File: config.mk
export PLATFORM = sky130hd
export DESIGN_NAME = tcp_tx_frame_gen
export DESIGN_NICKNAME = d
export VERILOG_FILES = /design/src/rtl/tcp_tx_frame_gen.sv
export SDC_FILE = /design/constraint.sdc
export NUM_CORES = 1
export LEC_CHECK = 0
export CAP_MARGIN = 20
export CORE_UTILIZATION = 60
export CTS_CLUSTER_SIZE = 25
export DETAILED_ROUTE_END_ITERATION = 7
export DONT_BUFFER_PORTS = 1
export PLACE_DENSITY = 0.83
export SLEW_MARGIN = 20
export SYNTH_ARGS = -nofsm -noshare
export SYNTH_HDL_FRONTEND = slang
export SYNTH_SLANG_ARGS = --single-unit
File: constraint.sdc
create_clock -name CLK -period 3.82 [get_ports CLK]
set_input_delay 0.382 -clock CLK [delete_from_list [all_inputs] [get_ports CLK]]
set_output_delay 0.382 -clock CLK [all_outputs]
set_load 0.005 [all_outputs]
File: src/rtl/tcp_tx_frame_gen.sv
// tcp_tx_frame_gen: framed byte source for the SiTCP TCP TX port (A5 5A SEQ LEN payload CSUM).
// Define TXGEN_CRC8_EN to replace the XOR checksum byte with CRC-8 (poly 0x07).
module tcp_tx_frame_gen #(
    parameter int GAP_CYCLES = 8,
    parameter int LEN_W      = 16
) (
    input  logic             CLK,
    input  logic             SYS_RSTn,
    input  logic             TCP_OPEN_ACK,
    input  logic             TCP_TX_FULL,
    input  logic             START,
    input  logic             CONT_MODE,
    input  logic [LEN_W-1:0] PAY_LEN,
    output logic             TCP_TX_WR,
    output logic [7:0]       TCP_TX_DATA,
    output logic             BUSY,
    output logic [15:0]      FRAME_CNT,
    output logic [15:0]      SEQ_NUM
);
    localparam int GW = GAP_CYCLES > 1 ? $clog2(GAP_CYCLES) : 1;

    typedef enum logic [3:0] {IDLE, HDR0, HDR1, SEQH, SEQL, LENH, LENL, PAY, CSUM, GAP} state_t;

    state_t           state, state_nx;
    logic [LEN_W-1:0] len;
    logic [15:0]      idx;
    logic [7:0]       csum, byte_cur;
    logic [GW-1:0]    gap_cnt;
    logic             adv, emit, gap_end, start_frame;

    function automatic logic [7:0] csum_upd(input logic [7:0] c, input logic [7:0] b);
`ifdef TXGEN_CRC8_EN
        logic [7:0] x;
        x = c ^ b;
        for (int i = 0; i < 8; i++)
            x = x[7] ? {x[6:0], 1'b0} ^ 8'h07 : {x[6:0], 1'b0};
        return x;
`else
        return c ^ b;
`endif
    endfunction

    assign adv     = !TCP_TX_FULL;
    assign gap_end = gap_cnt == GW'(GAP_CYCLES - 1);

    always_ff @(posedge CLK or negedge SYS_RSTn)
        if (!SYS_RSTn) state <= IDLE;
        else           state <= state_nx;

    // Connection drop dominates every other condition, including FULL.
    always_comb begin
        state_nx = state;
        if (!TCP_OPEN_ACK) state_nx = IDLE;
        else case (state)
            IDLE: state_nx = START ? HDR0 : IDLE;
            HDR0: state_nx = adv ? HDR1 : HDR0;
            HDR1: state_nx = adv ? SEQH : HDR1;
            SEQH: state_nx = adv ? SEQL : SEQH;
            SEQL: state_nx = adv ? LENH : SEQL;
            LENH: state_nx = adv ? LENL : LENH;
            LENL: state_nx = adv ? (len != '0 ? PAY : CSUM) : LENL;
            PAY:  state_nx = adv && idx == 16'(len - 1'b1) ? CSUM : PAY;
            CSUM: state_nx = adv ? (CONT_MODE ? (GAP_CYCLES == 0 ? HDR0 : GAP) : IDLE) : CSUM;
            GAP:  state_nx = gap_end ? (CONT_MODE ? HDR0 : IDLE) : GAP;
            default: state_nx = IDLE;
        endcase
    end

    always_comb begin
        byte_cur = 8'h00;
        case (state)
            HDR0: byte_cur = 8'hA5;
            HDR1: byte_cur = 8'h5A;
            SEQH: byte_cur = SEQ_NUM[15:8];
            SEQL: byte_cur = SEQ_NUM[7:0];
            LENH: byte_cur = len[15:8];
            LENL: byte_cur = len[7:0];
            PAY:  byte_cur = SEQ_NUM[7:0] + idx[7:0];
            CSUM: byte_cur = csum;
            default: byte_cur = 8'h00;
        endcase
        emit        = TCP_OPEN_ACK && adv && state != IDLE && state != GAP;
        start_frame = state_nx == HDR0 && state != HDR0;
        BUSY        = state != IDLE;
    end

    always_ff @(posedge CLK or negedge SYS_RSTn)
        if (!SYS_RSTn) begin
            TCP_TX_WR   <= 1'b0;
            TCP_TX_DATA <= 8'h00;
            FRAME_CNT   <= 16'h0000;
            SEQ_NUM     <= 16'h0000;
            csum        <= 8'h00;
            len         <= '0;
            idx         <= 16'h0000;
            gap_cnt     <= '0;
        end else if (!TCP_OPEN_ACK) begin
            TCP_TX_WR <= 1'b0;
            FRAME_CNT <= 16'h0000;
            SEQ_NUM   <= 16'h0000;
            csum      <= 8'h00;
            idx       <= 16'h0000;
            gap_cnt   <= '0;
        end else begin
            TCP_TX_WR <= emit;
            if (emit) TCP_TX_DATA <= byte_cur;
            if (start_frame) len <= PAY_LEN;
            if (start_frame || (emit && state == CSUM)) csum <= 8'h00;
            else if (emit) csum <= csum_upd(csum, byte_cur);
            if (emit && state == CSUM) begin
                FRAME_CNT <= FRAME_CNT + 1'b1;
                SEQ_NUM   <= SEQ_NUM + 1'b1;
            end
            idx     <= state == PAY ? idx + 16'(emit) : 16'h0000;
            gap_cnt <= state == GAP ? gap_cnt + 1'b1 : '0;
        end
endmodule

### Word-level counts from Yosys, hierarchy flattened

Cells that the tools add are included.

* flip-flop bits (word level): 88
* bits in latches: 0
* bits in writable memories: 0
* ROM bits: 0
* input port bits: 22
* output and inout port bits: 42
* word-level logic and storage cells: 73
* memories: 0

* add/subtract/negate cells: 6
* $mul: 0
* divide/modulo/power cells: 0
* order comparisons: 0
* equality and inequality tests: 16
* shift-type cells: 0
* muxes and demuxes: 28
* bitwise logic cells: 1
* reduce and logical (&&, ||, !) cells: 13

Operators with widths (count)
* two-way mux 16 bit: 6
* case mux 8 bit (8 select lines): 1
* case mux 4 bit (10 select lines): 1
* adder 16 x 1 -> 16 bit (second input constant): 2
* two-way mux 4 bit: 7
* two-way mux 8 bit: 3
* adder 16 x 1 -> 16 bit: 1
* == test 16 bit: 1
* == test 4 x 3 -> 1 bit (second input constant): 4
* nonzero test 16 bit: 1
* subtractor 16 x 1 -> 16 bit (second input constant): 1
* two-way mux 3 bit: 3
* adder 8 bit: 1
* == test 4 x 1 -> 1 bit (second input constant): 2
* == test 4 x 2 -> 1 bit (second input constant): 2
* == test 4 bit (second input constant): 2
* bitwise XOR 8 bit: 1
* logical AND 1 bit: 6
* two-way mux 1 bit: 5
* zero test 4 bit: 1
* two-way mux 2 bit: 2
* != test 4 x 1 -> 1 bit (second input constant): 1
* != test 4 bit (second input constant): 1
* AND reduction 2 bit: 2
* 7 further kinds: 7

### Longest topological paths before layout

* depth after elaboration: 11
* depth in mapped cells: 13
* depth with buffers taken out: 9

### Worst setup path after synthesis

OpenSTA, ideal clock, no wires.

* path kind: register to register
* from: reg state[1]
* to: reg idx[12]
* setup time: 132 ps
* arrival: 2690 ps
* required time: 3688 ps
* setup slack: 998 ps
* cell stages (with the launch flop): 14
* path buffers: 4
* period minus slack after synthesis: 2822 ps
* cell sequence: dfrtp_1 -> clkbuf_1 -> clkbuf_1 -> or4_1 -> nand4b_1 -> inv_1 -> clkbuf_1 -> ha_1 -> ha_1 -> and3_1 -> clkbuf_1 -> nand4_1 -> xor2_1 -> nor2_1

* word-level cells in the longest chain between the ends: 6
* elaborated cells on any way between the ends: 8
* those cells by class: add/sub: 1; eq/ne: 2; mux: 2; reduce/logical: 3

RTL lines
* from (decl): line 24 `state_t state, state_nx;`
* from (signal assigned): line 48 `else state <= state_nx;`
* nonzero test 4 bit
* net BUSY: line 16 `output logic BUSY,`
* logical AND 1 bit (2 in series): line 82 `emit = TCP_OPEN_ACK && adv && state != IDLE && state != GAP;`
* adder 16 x 1 -> 16 bit: line 114 `idx <= state == PAY ? idx + 16'(emit) : 16'h0000;`
* two-way mux 16 bit: line 114
* two-way mux 16 bit: line 97 `end else if (!TCP_OPEN_ACK) begin`
* to (signal assigned): line 114
* to (decl): line 26 `logic [15:0] idx;`

The timed path passes the listed nets, and every way through them passes these cells.
A chain may end at the register's enable or synchronous reset.

### Worst setup path in the final report

* from: reg state[2]
* to: reg SEQ_NUM[15]

* word-level cells in the longest chain between the ends: 5
* elaborated cells on any way between the ends: 7
* those cells by class: eq/ne: 3; reduce/logical: 4

RTL lines
* nonzero test 4 bit: line 82
* logical AND 1 bit (2 in series): line 82
* logical AND 1 bit *: line 110 `if (emit && state == CSUM) begin`
* != test 2 x 1 -> 1 bit (no line) *
* to (signal assigned): line 112 `SEQ_NUM <= SEQ_NUM + 1'b1;`
* to (decl): line 18 `output logic [15:0] SEQ_NUM`

Every way passes the cells marked *; elsewhere a longest branch is shown, timed or not.

==> results_dict.tcl <==
set metrics [dict create \
    dieWidth_um 97.2 \
    worstHoldPathType "in -> reg" \
    seq_power_share_pct 53.0 \
    p_int_mw 1.44 \
    synth-adder-area-share_pct 3.59 \
    grt-ovfl-total 0 \
    synthesis.nets 628 \
    total_power_mw 2.13 \
    synth-seq-area-share_pct 40.5 \
    synth_compound_area_share_pct 12.3 \
    grt_use_total_pct 28.5 \
    gp_congestion 0.901 \
    nNetsFinal 611 \
    synth_simple_gate_area_share_pct 23.3 \
    crit_slowest_cell "or4b_1" \
    clkPwrFrac_pct 30.2 \
    port_buffers 0 \
    drtIter0Drc 388 \
    avgSynthCellArea_um2 9.20 \
    cts_buffer_depth 2 \
    antenna_found_initial 0 \
    fin_crit_ps 3100 \
    drv_cap 0 \
    synth_xor_area_share_pct 10.5 \
    grt_pass1_vias 4221 \
    max-vdd-ir-drop_mv 0.191 \
    sw_frac_of_total_pct 32.6 \
    num_antenna_cells 0 \
    slowest_delay_ps 720 \
    cts_buffers 9 \
    synth.distinct_cells 62 \
    place_inst 669 \
    wl_per_cell_um 19.0 \
    synth_mux_area_share_pct 5.41 \
    ctsResizeCount 0 \
    cp_top_family "simple AND/OR/NAND/NOR gates" \
    synth_top_family_by_area "simple AND/OR/NAND/NOR gates" \
    fin_crit_sh_pct 81.1 \
    die_height_um 97.2 \
    required_ps 4120 \
    ant_nets 0 \
    layoutNonFillerInstCount 687 \
    critPathLaunchType "flop" \
    crit_buf_inv 0 \
    core_area_um2 8760 \
    vias 4369 \
    cp-end-kind "flop" \
    synth-async-reset-ratio_pct 100 \
    slew_violations 0 \
    yosys_register_bits 88 \
    worstMarginPinSlew_ps 832 \
    cp_data_arrival_time_ps 3400 \
    wl_mm 13.0 \
    grt_max_degree 89 \
    path_cells "or4b_1 -> o21ai_0 -> and4_1 -> nand2_1 -> or3_1 -> a21boi_0" \
    ys_warn_count 0 \
    synthCells 591 \
    cts_sinks 88 \
    hpwl_mm 9.48 \
    combPwrFrac_pct 16.9 \
    path_class "reg -> reg" \
    drive_gt1_share_pct 8.98 \
    finalHoldViolCount 0 \
    drc 0 \
    initial_utilization_pct 62.0 \
    maxSlewHeadroom_pct 44.5 \
    drt-pass1-iter-count 5 \
    clock_latency_ps 370 \
    path_clk_slew_ps 110 \
    switchingPower_mw 0.695 \
    utilization_pct 64.7 \
    setup_viol 0 \
    areaGrowthSynthToFinish_pct 4.28 \
    synth_area_um2 5440 \
    cts_tree "yes" \
    grt_pass1_wl_mm 21.4 \
    fp-row-count 34 \
    p_leak_nw 2.44 \
    status "finished, final reports clean" \
    p_per_area_nw_per_um2 376 \
    boundaryPins 64 \
    die_area_um2 9450 \
    fmaxAchievable_ghz 0.323 \
    via_per_inst 6.36 \
    rsz0062_at_grt "false" \
    synth_edf_count 0 \
    finalClockSkew_ps 16.6 \
    ys.flop_type "dfrtp_1" \
    setup_tns_ps 0 \
    root_buffer "clkbuf_8" \
    h-tree-depth 3 \
    worstPathMaxFanout 28 \
]
per-layer routing:
layer  track usage (%)  wire, um
met1              37.0      5620
met2              47.2      6340
met3              6.40       760
met4              9.41       315
met5                 0         0
metrics by stage:
stage          hold WS (ps)  area, um2  setup WS, ps
2_1_floorplan          86.4       5440           998
3_3_place_gp           89.5       5440           949
3_5_place_dp           89.4       5440           812
4_1_cts                 138       5670           774
5_1_grt                 132       5670           519
6_report                144       5670           723
power groups by stage:
stage	combinational [mW]	clock [mW]	sequential, mW
6_report	0.360	0.643	1.13
5_1_grt	0.398	0.687	1.14
4_1_cts	0.361	0.647	1.13
3_5_place_dp	0.336	0	1.14
3_3_place_gp	0.328	0	1.14
2_1_floorplan	0.334	0	1.07
worst paths after layout:
path                                      startpoint                        end  slack (ps)  cells after the start
worst max-delay path              state[2]$_DFF_PN0_    SEQ_NUM[15]$_DFFE_PN0P_         720                      6
worst min-delay path                    TCP_OPEN_ACK  FRAME_CNT[15]$_DFFE_PN0P_         140                      1
worst max register to register    state[2]$_DFF_PN0_    SEQ_NUM[15]$_DFFE_PN0P_         720                      6
worst min register to register  gap_cnt[0]$_DFF_PN0_       gap_cnt[0]$_DFF_PN0_         450                      1
max in group asynchronous                   SYS_RSTn         state[2]$_DFF_PN0_        2860                      2
min in group asynchronous                   SYS_RSTn  FRAME_CNT[10]$_DFFE_PN0P_         580                      2
cells in the mapped netlist (5+ instances only):
cell	n	area (um2)
o21ai_0	27	135
nand3_1	24	120
nor2_1	66	248
buf_2	5	25.0
or3_1	7	43.8
xnor2_1	23	201
nor2b_1	10	62.6
ha_1	14	175
and4_1	7	61.3
a31oi_1	9	56.3
a21oi_1	27	135
nand4_1	12	75.1
and3_1	12	75.1
nand2b_1	6	37.5
a211oi_1	6	45.0
mux2_4	10	150
xor2_1	42	368
inv_1	13	48.8
and2_1	5	31.3
nor4_1	5	31.3
o22ai_1	6	37.5
dfrtp_1	88	2200
nor3_1	15	75.1
nand2_1	52	195
clkbuf_1	28	105
mux2_2	11	124
registers in the layout, indices dropped and copies added (netlist names):
name and cells:
TCP_TX_WR 1, FRAME_CNT 16, csum 8, len 16, idx 16, gap_cnt 3
SEQ_NUM 16, TCP_TX_DATA 8, state 4
cells by family after synthesis:
family,Yosys count
AO/OA/AOI/OAI,106
XOR/XNOR,65
adder cells (fa/ha/maj),15
buffers and inverters,51
flip-flops,88
multiplexers,23
AND/OR/NAND/NOR,243
cells in the final DEF, fill, tap and decap left out, types with 5 or more instances in the layout:
| master | netlist | layout |
|---|---|---|
| nor2_1 | 66 | 66 |
| nor3_1 | 15 | 15 |
| and4_1 | 7 | 7 |
| inv_1 | 13 | 13 |
| or3_1 | 7 | 7 |
| nand2_1 | 52 | 52 |
| xnor2_1 | 23 | 23 |
| o22ai_1 | 6 | 6 |
| a31oi_1 | 9 | 9 |
| o21ai_0 | 27 | 27 |
| and2_1 | 5 | 5 |
| ha_1 | 14 | 14 |
| xor2_1 | 42 | 42 |
| a211oi_1 | 6 | 6 |
| nand2b_1 | 6 | 6 |
| and3_1 | 12 | 12 |
| clkbuf_8 | 0 | 9 |
| nand3_1 | 24 | 24 |
| a21oi_1 | 27 | 27 |
| dfrtp_1 | 88 | 88 |
| mux2_2 | 11 | 11 |
| nor4_1 | 5 | 5 |
| buf_4 | 1 | 8 |
| nand4_1 | 12 | 12 |
| nor2b_1 | 10 | 10 |
| mux2_4 | 10 | 10 |
area by class of cell:
class | count | area, um2
fillers | 737 | 3090
multi-input cells | 452 | 2990
flip-flops and latches | 88 | 2200
well taps | 108 | 135
clock buffers | 9 | 124
repair buffers | 10 | 97.6
clock inverters | 7 | 67.6
inverters | 13 | 48.8
repair_timing:
action,in CTS,in global routing
hold buffers,2,0
endpoints found under the hold margin,88,0
setup buffers,0,0
No activity file was read; power rests on OpenSTA's default activity.
